$ cat config.mk
export PLATFORM = sky130hd
export DESIGN_NAME = btn_debounce
export DESIGN_NICKNAME = d
export VERILOG_FILES = /design/src/rtl/btn_debounce.sv
export SDC_FILE = /design/constraint.sdc
export NUM_CORES = 1
export LEC_CHECK = 0
export BUFFER_PORTS_ARGS = -buffer_cell sky130_fd_sc_hd__buf_2
export CORE_MARGIN = 3
export CORE_UTILIZATION = 40
export DETAILED_ROUTE_END_ITERATION = 10
export HOLD_SLACK_MARGIN = 0.12
export SLEW_MARGIN = 20
export SYNTH_ARGS = -nofsm -noshare
export SYNTH_HDL_FRONTEND = slang
export SYNTH_SLANG_ARGS = --single-unit
$ cat constraint.sdc
create_clock -name clk -period 10.3 [get_ports clk]
set_input_delay 2.06 -clock clk [delete_from_list [all_inputs] [get_ports clk]]
set_output_delay 2.06 -clock clk [all_outputs]
set_load 0.005 [all_outputs]
$ cat src/rtl/btn_debounce.sv
// -----------------------------------------------------------------------------
// btn_debounce
//
// Multi-button input conditioner. Each raw pin is synchronised with a two-flop
// chain, then debounced by its own FSM that only samples on a shared slow tick.
// The FSMs emit clean levels plus one-cycle press, release, long-press and
// auto-repeat pulses for the downstream LED/pattern control logic.
//
// Parameters
//   N_BTN      number of independent buttons
//   TICK_DIV   clk cycles per debounce tick (>= 2)
//   DEBOUNCE_T consecutive stable ticks needed to accept a level change (>= 1)
//   LONG_T     ticks held after an accepted press before btn_long (> DEBOUNCE_T)
//   REPEAT_T   ticks between btn_repeat pulses after btn_long (>= 1)
//
// Ports
//   clk          system clock
//   reset        asynchronous, active-high; clears all state
//   btn_in       raw button pins, active-high, asynchronous to clk
//   btn_level    debounced button level
//   btn_press    one-cycle pulse when a press is accepted
//   btn_release  one-cycle pulse when a release is accepted
//   btn_long     one-cycle pulse when a held press reaches LONG_T ticks
//   btn_repeat   one-cycle pulse every REPEAT_T ticks after btn_long
//
// Per-button FSM
//   state      | meaning
//   -----------+------------------------------------------------------------
//   IDLE       | accepted level 0, waiting for the synchronised pin to rise
//   PRESS_DB   | pin high, counting stable ticks before accepting the press
//   HELD       | accepted level 1, counting ticks towards the long press
//   LONG_HELD  | long press reported, counting ticks between repeats
//   RELEASE_DB | pin low, counting stable ticks before accepting the release
// -----------------------------------------------------------------------------

module btn_debounce #(
    parameter int N_BTN      = 4,
    parameter int TICK_DIV   = 100000,
    parameter int DEBOUNCE_T = 20,
    parameter int LONG_T     = 1000,
    parameter int REPEAT_T   = 200
) (
    input  logic             clk,
    input  logic             reset,
    input  logic [N_BTN-1:0] btn_in,
    output logic [N_BTN-1:0] btn_level,
    output logic [N_BTN-1:0] btn_press,
    output logic [N_BTN-1:0] btn_release,
    output logic [N_BTN-1:0] btn_long,
    output logic [N_BTN-1:0] btn_repeat
);

    localparam int HOLD_MAX = (LONG_T > REPEAT_T) ? LONG_T : REPEAT_T;
    localparam int DB_W     = $clog2(DEBOUNCE_T + 1);
    localparam int HOLD_W   = $clog2(HOLD_MAX + 1);
    localparam int TICK_W   = $clog2(TICK_DIV);

    // Counters compare against "last value before the target" so that the
    // increment-and-compare happens without widening the counter.
    localparam logic [TICK_W-1:0] TICK_LAST   = TICK_W'(TICK_DIV - 1);
    localparam logic [DB_W-1:0]   DB_LAST     = DB_W'(DEBOUNCE_T - 1);
    localparam logic [HOLD_W-1:0] LONG_LAST   = HOLD_W'(LONG_T - 1);
    localparam logic [HOLD_W-1:0] REPEAT_LAST = HOLD_W'(REPEAT_T - 1);

    typedef enum logic [2:0] {
        IDLE       = 3'd0,
        PRESS_DB   = 3'd1,
        HELD       = 3'd2,
        LONG_HELD  = 3'd3,
        RELEASE_DB = 3'd4
    } state_t;

    // -------------------------------------------------------------------------
    // Two-flop synchroniser
    // -------------------------------------------------------------------------
    logic [N_BTN-1:0] sync_q1;
    logic [N_BTN-1:0] sync_q2;

    always_ff @(posedge clk or posedge reset) begin
        if (reset) begin
            sync_q1 <= '0;
            sync_q2 <= '0;
        end else begin
            sync_q1 <= btn_in;
            sync_q2 <= sync_q1;
        end
    end

    // -------------------------------------------------------------------------
    // Shared tick generator
    // -------------------------------------------------------------------------
    logic [TICK_W-1:0] tick_cnt;
    logic              tick;

    assign tick = (tick_cnt == TICK_LAST);

    always_ff @(posedge clk or posedge reset) begin
        if (reset) begin
            tick_cnt <= '0;
        end else if (tick) begin
            tick_cnt <= '0;
        end else begin
            tick_cnt <= tick_cnt + TICK_W'(1);
        end
    end

    // -------------------------------------------------------------------------
    // Per-button debounce / hold FSMs
    // -------------------------------------------------------------------------
    state_t           state    [N_BTN];
    logic [DB_W-1:0]  db_cnt   [N_BTN];
    logic [HOLD_W-1:0] hold_cnt [N_BTN];
    // Remembers which held state a release debounce was entered from, so a
    // bounce back to 1 resumes the correct hold phase.
    logic [N_BTN-1:0] from_long;

    always_ff @(posedge clk or posedge reset) begin
        if (reset) begin
            for (int i = 0; i < N_BTN; i++) begin
                state[i]    <= IDLE;
                db_cnt[i]   <= '0;
                hold_cnt[i] <= '0;
            end
            from_long   <= '0;
            btn_level   <= '0;
            btn_press   <= '0;
            btn_release <= '0;
            btn_long    <= '0;
            btn_repeat  <= '0;
        end else begin
            btn_press   <= '0;
            btn_release <= '0;
            btn_long    <= '0;
            btn_repeat  <= '0;

            for (int i = 0; i < N_BTN; i++) begin
                case (state[i])
                    IDLE: begin
                        if (sync_q2[i]) begin
                            state[i]  <= PRESS_DB;
                            db_cnt[i] <= '0;
                        end
                    end

                    PRESS_DB: begin
                        if (!sync_q2[i]) begin
                            state[i]  <= IDLE;
                            db_cnt[i] <= '0;
                        end else if (tick) begin
                            if (db_cnt[i] == DB_LAST) begin
                                state[i]     <= HELD;
                                db_cnt[i]    <= '0;
                                hold_cnt[i]  <= '0;
                                btn_level[i] <= 1'b1;
                                btn_press[i] <= 1'b1;
                            end else begin
                                db_cnt[i] <= db_cnt[i] + DB_W'(1);
                            end
                        end
                    end

                    HELD: begin
                        // A falling pin takes priority over a coincident tick;
                        // the hold count is frozen while the release settles.
                        if (!sync_q2[i]) begin
                            state[i]     <= RELEASE_DB;
                            db_cnt[i]    <= '0;
                            from_long[i] <= 1'b0;
                        end else if (tick) begin
                            if (hold_cnt[i] == LONG_LAST) begin
                                state[i]    <= LONG_HELD;
                                hold_cnt[i] <= '0;
                                btn_long[i] <= 1'b1;
                            end else begin
                                hold_cnt[i] <= hold_cnt[i] + HOLD_W'(1);
                            end
                        end
                    end

                    LONG_HELD: begin
                        if (!sync_q2[i]) begin
                            state[i]     <= RELEASE_DB;
                            db_cnt[i]    <= '0;
                            from_long[i] <= 1'b1;
                        end else if (tick) begin
                            if (hold_cnt[i] == REPEAT_LAST) begin
                                hold_cnt[i]   <= '0;
                                btn_repeat[i] <= 1'b1;
                            end else begin
                                hold_cnt[i] <= hold_cnt[i] + HOLD_W'(1);
                            end
                        end
                    end

                    RELEASE_DB: begin
                        if (sync_q2[i]) begin
                            state[i]  <= from_long[i] ? LONG_HELD : HELD;
                            db_cnt[i] <= '0;
                        end else if (tick) begin
                            if (db_cnt[i] == DB_LAST) begin
                                state[i]       <= IDLE;
                                db_cnt[i]      <= '0;
                                hold_cnt[i]    <= '0;
                                btn_level[i]   <= 1'b0;
                                btn_release[i] <= 1'b1;
                            end else begin
                                db_cnt[i] <= db_cnt[i] + DB_W'(1);
                            end
                        end
                    end

                    default: begin
                        state[i]     <= IDLE;
                        db_cnt[i]    <= '0;
                        hold_cnt[i]  <= '0;
                        btn_level[i] <= 1'b0;
                    end
                endcase
            end
        end
    end

endmodule

* Word-level counts from Yosys, hierarchy flattened
Cells that the tools add are included.
Word-level totals: input port bits 6, register bits 121, output and inout port bits 20, logic and storage cells 410
Operators by class: equality and inequality tests 109, multiplexer cells 221, bitwise operators 8, reduce and logical (&&, ||, !) cells 36, add/sub/neg operators 9
Operators with widths (number):
- 2-to-1 mux 10 bit | 40
- one-hot mux 10 bit (5 select lines) | 4
- 2-to-1 mux 3 bit | 44
- 2-to-1 mux 5 bit | 24
- inequality test 2 bit (second input constant) | 56
- 2-to-1 mux 1 bit | 92
- one-hot mux 5 bit (4 select lines) | 4
- inequality test 3 bit (second input constant) | 24
- one-hot mux 3 bit (5 select lines) | 4
- AND reduction 7 bit | 8
- adder 10 x 1 -> 10 bit (second input constant) | 4
- equality test 10 bit (second input constant) | 4
- equality test 10 x 8 -> 1 bit (second input constant) | 4
- AND reduction 8 bit | 4
- equality test 3 x 2 -> 1 bit (second input constant) | 8
- adder 5 x 1 -> 5 bit (second input constant) | 4
- equality test 5 bit (second input constant) | 4
- adder 17 x 1 -> 17 bit (second input constant) | 1
- equality test 17 bit (second input constant) | 1
- 2-to-1 mux 17 bit | 1
- equality test 3 x 1 -> 1 bit (second input constant) | 4
- equality test 3 bit (second input constant) | 4
- logical NOT 3 bit | 4
- one-hot mux 1 bit (3 select lines) | 4
- 7 further kinds | 32

* Longest topological paths before layout
Gate-level depths: netlist (run 1).
depth after elaboration 5, mapped depth 9, depth with buffers taken out 6

* Worst setup path before layout (run 1)
OpenSTA, ideal clock, no wires.
path type reg2out, start register btn_level[3], end output port btn_level[3], path buffers 0, data arrival time 373 ps, setup slack 7867 ps, stages on the path, launching flop included 1, data required time 8240 ps, cells stage by stage dfrtp_1
RTL lines:
- start, declared | line 46 | output logic [N_BTN-1:0] btn_level,
- start signal, assigned | line 125 | btn_level <= '0;
- start signal, assigned by index | line 154 | btn_level[i] <= 1'b1;
- start signal, assigned by index | line 204 | btn_level[i] <= 1'b0;
No word-level cell between the ends.

* Worst setup path in the final report (run 1)
start register btn_level[1], end output port btn_level[1]
No word-level cell between the ends.

==> results of run 1 <==
[logic make-up after synthesis]
logic type	share of synthesized area (%)
buffers and inverters	4.32
multiplexers	2.84
adder cells (fa/ha/maj)	1.62
XOR/XNOR	3.78
AO/OA/AOI/OAI	18.2
flip-flops	43.5
AND/OR/NAND/NOR	25.7
[layout make-up]
cell class / instances / area share [%]
repair buffers: 28 / 1.96
clock buffers: 22 / 6.01
clock inverters: 10 / 1.29
multi-input cells: 545 / 46.9
well taps: 220 / 3.56
flip-flops and latches: 121 / 39.2
inverters: 22 / 1.10
[power by group through the flow]
stage	Combinational [mW]	Sequential (mW)	Clock, mW
finish	0.274	0.560	0.573
global route	0.309	0.568	0.601
CTS	0.273	0.559	0.584
detailed placement	0.272	0.567	0
global placement	0.267	0.566	0
floorplan	0.267	0.523	0
[stage by stage]
| stage | instance area (µm²) | worst slack [ns] | cells | util (%) |
|---|---|---|---|---|
| 6_report | 7730 | 7.28 | 968 | 46.0 |
| 5_1_grt | 7730 | 7.24 | 968 | 46.0 |
| 4_1_cts | 7730 | 7.07 | 968 | 45.9 |
| 3_5_place_dp | 7160 | 6.62 | 936 | 42.6 |
| 3_3_place_gp | 7160 | 6.69 | 936 | 42.6 |
| 2_1_floorplan | 6950 | 5.03 | 727 | - |
[layer usage]
metal	vias to the layer above	GRT usage (%)
met2	145	27.2
met1	2790	22.3
met5	-	0
met3	20	4.43
met4	0	4.72
li1	2710	-
[worst register-to-register path: cells and delay by family, from the launching register on]
kind                     cells  cell delay (ns)
adder cells (fa/ha/maj)      1             0.24
multiplexers                 1             0.37
AND/OR/NAND/NOR              4             1.57
flip-flops                   1             0.39
[worst paths after layout]
check | start | endpoint | cells past startpoint
setup reg to reg | tick_cnt[0] | hold_cnt[31] | 6
hold reg to reg | sync_q1[1] | sync_q2[1] | 0
max in group asynchronous | reset | btn_level[2] | 3
min in group asynchronous | reset | btn_release[1] | 2
setup / recovery | btn_level[1] | btn_level[1] | 1
hold / removal | sync_q1[1] | sync_q2[1] | 0
[state kept, by name, summed over array words and instances, names as in the netlist, 12 cells and up]
signal    flops
db_cnt       20
state        12
hold_cnt     40
tick_cnt     17
[cells in the final DEF (no fill, tap or decap), drive strengths merged, types with 13 or more instances in the layout]
| cell type | Yosys | routed |
|---|---|---|
| a21o | 15 | 15 |
| a21oi | 43 | 43 |
| a22o | 14 | 14 |
| a31oi | 20 | 20 |
| and2 | 16 | 16 |
| and3 | 15 | 15 |
| buf | 16 | 28 |
| clkbuf | 23 | 22 |
| dfrtp | 121 | 121 |
| inv | 22 | 22 |
| mux2i | 13 | 13 |
| nand2 | 59 | 59 |
| nand3 | 45 | 45 |
| nand4 | 23 | 23 |
| nor2 | 56 | 56 |
| nor3 | 16 | 16 |
| o21ai | 21 | 21 |
| or3 | 14 | 14 |
| xor2 | 22 | 22 |
==> impl_metrics.tcl, run 1 <==
set metrics [dict create \
    intPower_mw 0.978 \
    cts_buffer_depth 2 \
    min_period_ns 3.02 \
    syn_to_final_growth_pct 11.2 \
    drc_errors 0 \
    total_power_mw 1.41 \
    yosysSeqAreaShare_pct 43.5 \
    postSynthAreaPerCell_um2 9.57 \
    rows 47 \
    wl_per_cell_um 15.7 \
    tritoncts "yes" \
    yosysWarnings 0 \
    worstPathArrival_ns 0.96 \
    slew_viol_final 0 \
    p_per_area_mw_per_mm2 182 \
    swShare_pct 30.5 \
    r2r_slack_ns 7.61 \
    ant_nets 0 \
    multi_input_area_mm2 0.00363 \
    syn_inst 727 \
    critPathTopFamily "flip-flops" \
    wl_met3_um 750 \
    ioPinCount 26 \
    tightest_slew_ns 1.08 \
    slowest_stage "dfrtp_1" \
    comb_power_share_pct 19.5 \
    postSynth.asyncResetShare_pct 100 \
    grt_pass1_wl_um 25800 \
    setup_violations 0 \
    routed_via_density 5.85 \
    cts.sinks 121 \
    hold_viol_final 0 \
    yosys-top-cells-area "dfrtp_1 44%, nand3_1 3.2%, a21oi_1 3.1%" \
    port_buffers 25 \
    grt_max_degree 82 \
    htreeDepth 4 \
    slew-limit-headroom_pct 27.7 \
    ys_ff_latch 121 \
    drt-initial-drc-count 606 \
    startpoint_type "flop" \
    synth_edf_count 0 \
    vias 5665 \
    peakVddDrop_v 0.000117 \
    mappedNetlistArea_mm2 0.00695 \
    drive_gt1_share_pct 12.7 \
    synth_top_area_cell "dfrtp_1" \
    grt_usage_pct 16.8 \
    ys_types 86 \
    status "finished clean" \
    p_leak_nw 3.32 \
    crit_buf_inv 1 \
    post-route-period-util_pct 29.3 \
    fin_nets 750 \
    top_layer "met4" \
    clkPwrFrac_pct 40.7 \
    power.switching_mw 0.429 \
    cpPeakStageDelay_ns 0.40 \
    register_area_mm2 0.00303 \
    timing.fmax_ghz 0.331 \
    coreArea_mm2 0.0168 \
    hold_class "flop to flop" \
    cts-buffers-inserted 17 \
    wl_met1_um 7050 \
    antenna_cells 0 \
    initial_utilization_pct 41.3 \
    cts_resized 0 \
    path_cells "buf_2" \
    worst-setup-path-type "flop to output pin" \
    crit_fanout 3 \
    p_seq_share_pct 39.8 \
    fin_setup_tns_ns 0 \
    synth_top_area_share_pct 43.5 \
    cts_setup_buffers 0 \
    root_buffer "clkbuf_16" \
    gp_congestion 0.840 \
    grt_antenna_before_repair 0 \
    drv_cap 0 \
    whs_ns 0.348 \
    clock_latency_ns 0.42 \
    clock_skew_ns 0.00825 \
    num-fill-cells 1642 \
    dieArea_mm2 0.0190 \
    die_h_um 138 \
    overflow 0 \
    dr_wl_met2_um 7190 \
    routed_wl_um 15200 \
    synth_commonest_cells "121 x dfrtp_1, 57 x nand2_1, 56 x nor2_1" \
    clkTransAtPathRegs_ns 0.05 \
    synth-main-ff-cell "dfrtp_1" \
    synth_nets 742 \
    synth.most_common_cell "dfrtp_1" \
    dp_hpwl_um 9970 \
    chipWidth_um 138 \
    critPathCaptureType "output pin" \
    first_pass_iters 5 \
    grt_pass1_vias 5403 \
    cts_hold_buf 0 \
    required_ns 8.24 \
    rsz0062_at_grt "false" \
]
No activity file was read; power rests on OpenSTA's default activity.
==> inputs of run 2 (changes only) <==
Clock period 10.3 ns to 2.7 ns, I/O delays scaled along.
==> run 2 against run 1 <==
Clock-buffer cell count is the same; via count is 0.83% lower; combinational power rose to 4.2 times the previous value.
==> impl_metrics.tcl, run 2 (synthesized netlist as in run 1, its figures left out) <==
set metrics [dict create \
    drt-initial-drc-count 390 \
    worstPathArrival_ns 2.74 \
    required_ns 2.99 \
    peakVddDrop_v 0.000445 \
    slew_viol_final 0 \
    utilization_pct 46.6 \
    critPathTopFamily "simple AND/OR/NAND/NOR gates" \
    r2r_cells 6 \
    dp_hpwl_um 10100 \
    critPathCaptureType "flop" \
    worst-setup-path-type "flop to flop" \
    r2r_slack_ns 0.25 \
    hold_class "input pin to flop" \
    hold_viol_final 0 \
    holdCritStartpoint "btn_in[3]" \
    syn_to_final_growth_pct 12.8 \
    reg_top3 "hold_cnt (40), db_cnt (20), tick_cnt (17)" \
    coreArea_mm2 0.0168 \
    fin_setup_tns_ns 0 \
    routed_via_density 5.74 \
    grt_antenna_before_repair 0 \
    regMostFlops "hold_cnt" \
    cts.sinks 121 \
    worst_hold_path.num_cells 1 \
    rows 47 \
    fin_nets 762 \
    drv_cap 0 \
    slowest_stage "and4_4" \
    path_cells "ha_1 -> and4_1 -> and4_4 -> nor2_1 -> nor3_4 -> mux2_1" \
    dieArea_mm2 0.0190 \
    cts_hold_buf 0 \
    root_buffer "clkbuf_16" \
    wl_per_cell_um 15.1 \
    cpPeakStageDelay_ns 0.51 \
    drive_gt1_share_pct 13.8 \
    grt_max_degree 122 \
    final_common_cell "dfrtp_1" \
    routed_wl_um 14800 \
    grt_pass1_wl_um 25600 \
    tightest_slew_ns 0.660 \
    cts_setup_buffers 0 \
    clock_skew_ns 0.00848 \
    first_pass_iters 7 \
    crit_buf_inv 0 \
    largest_reg_flops 40 \
    grt_pass1_vias 5323 \
    overflow 0 \
    fin_area_mm2 0.00784 \
    hold_end "sync_q1[3]" \
    ant_nets 0 \
    post-route-period-util_pct 90.8 \
    total_power_mw 5.48 \
    tritoncts "yes" \
    slew-limit-headroom_pct 56.0 \
    startpoint_type "flop" \
    chipWidth_um 138 \
    initial_utilization_pct 41.3 \
    p_leak_nw 3.38 \
    whs_ns 0.232 \
    cts-buffers-inserted 17 \
    rsz0062_at_grt "false" \
    p_per_area_mw_per_mm2 698 \
    port_buffers 25 \
    vias 5618 \
    min_period_ns 2.45 \
    drc_errors 0 \
    clkTransAtPathRegs_ns 0.05 \
    die_h_um 138 \
    regToRegEndpoint "hold_cnt[31]" \
    clock_latency_ns 0.42 \
    reg2reg_from "tick_cnt[0]" \
    cts_buffer_depth 2 \
    htreeDepth 4 \
    gp_congestion 0.816 \
    place_area_mm2 0.00727 \
    timing.fmax_ghz 0.408 \
    setup_violations 0 \
    cts_resized 0 \
    final_cell_mix "121 x dfrtp_1, 57 x nand2_1, 56 x nor2_1" \
    ioPinCount 26 \
    grt_usage_pct 16.7 \
    crit_fanout 27 \
    status "finished clean" \
    antenna_cells 0 \
]
[run 2: cell types whose count changed in the layout (fill, tap and decap cells not counted), sizes merged]
| cell | change |
|---|---|
| buf | +12 |
| bufinv | +1 |
| clkinv | -2 |
| clkinvlp | +1 |
| inv | -1 |
[run 2: report_power, final]
group          internal [mW]  leakage, nW  total (mW)  switching, mW
combinational          0.479         1.45        1.14          0.659
sequential              1.91         1.64        2.10          0.195
clock                   1.46        0.287        2.24          0.780
[run 2: stage by stage]
step / setup WS, ns / instances
after global routing: 0.0726 / 979
after detailed placement: 0.260 / 948
after CTS: 0.248 / 979
final: 0.250 / 979
after global placement: 0.350 / 948
after floorplan: 0.615 / 727
[run 2: worst max-delay path by stage]
stage / startpoint / endpoint / depth (start not counted)
floorplan: tick_cnt[0] / state[9] / 8
global placement: tick_cnt[0] / hold_cnt[31] / 6
detailed placement: tick_cnt[0] / hold_cnt[31] / 6
CTS: tick_cnt[0] / hold_cnt[31] / 6
global route: tick_cnt[0] / hold_cnt[31] / 6
finish: tick_cnt[0] / hold_cnt[31] / 6
[run 2: worst reg2reg max path, stage by stage, from the launching register on]
cell,delay [ns]
dfrtp_1,0.38
ha_1,0.22
and4_1,0.37
and4_4,0.51
nor2_1,0.19
nor3_4,0.31
mux2_1,0.36
[run 2: area by class of cell]
cell class,instances,area [µm²]
clock buffers,22,454
flip-flops and latches,121,3030
multi-input cells,545,3630
fillers,1623,8970
well taps,220,275
repair buffers,40,250
inverters,22,86.3
clock inverters,9,124
[run 2: layer usage]
| metal | vias to the layer above | global-route usage [%] | routed length (µm) |
|---|---|---|---|
| met1 | 2744 | 23.1 | 7070 |
| met3 | 23 | 3.52 | 603 |
| met4 | 0 | 6.64 | 288 |
| li1 | 2743 | - | - |
| met2 | 108 | 25.6 | 6790 |
| met5 | - | 0 | 0 |
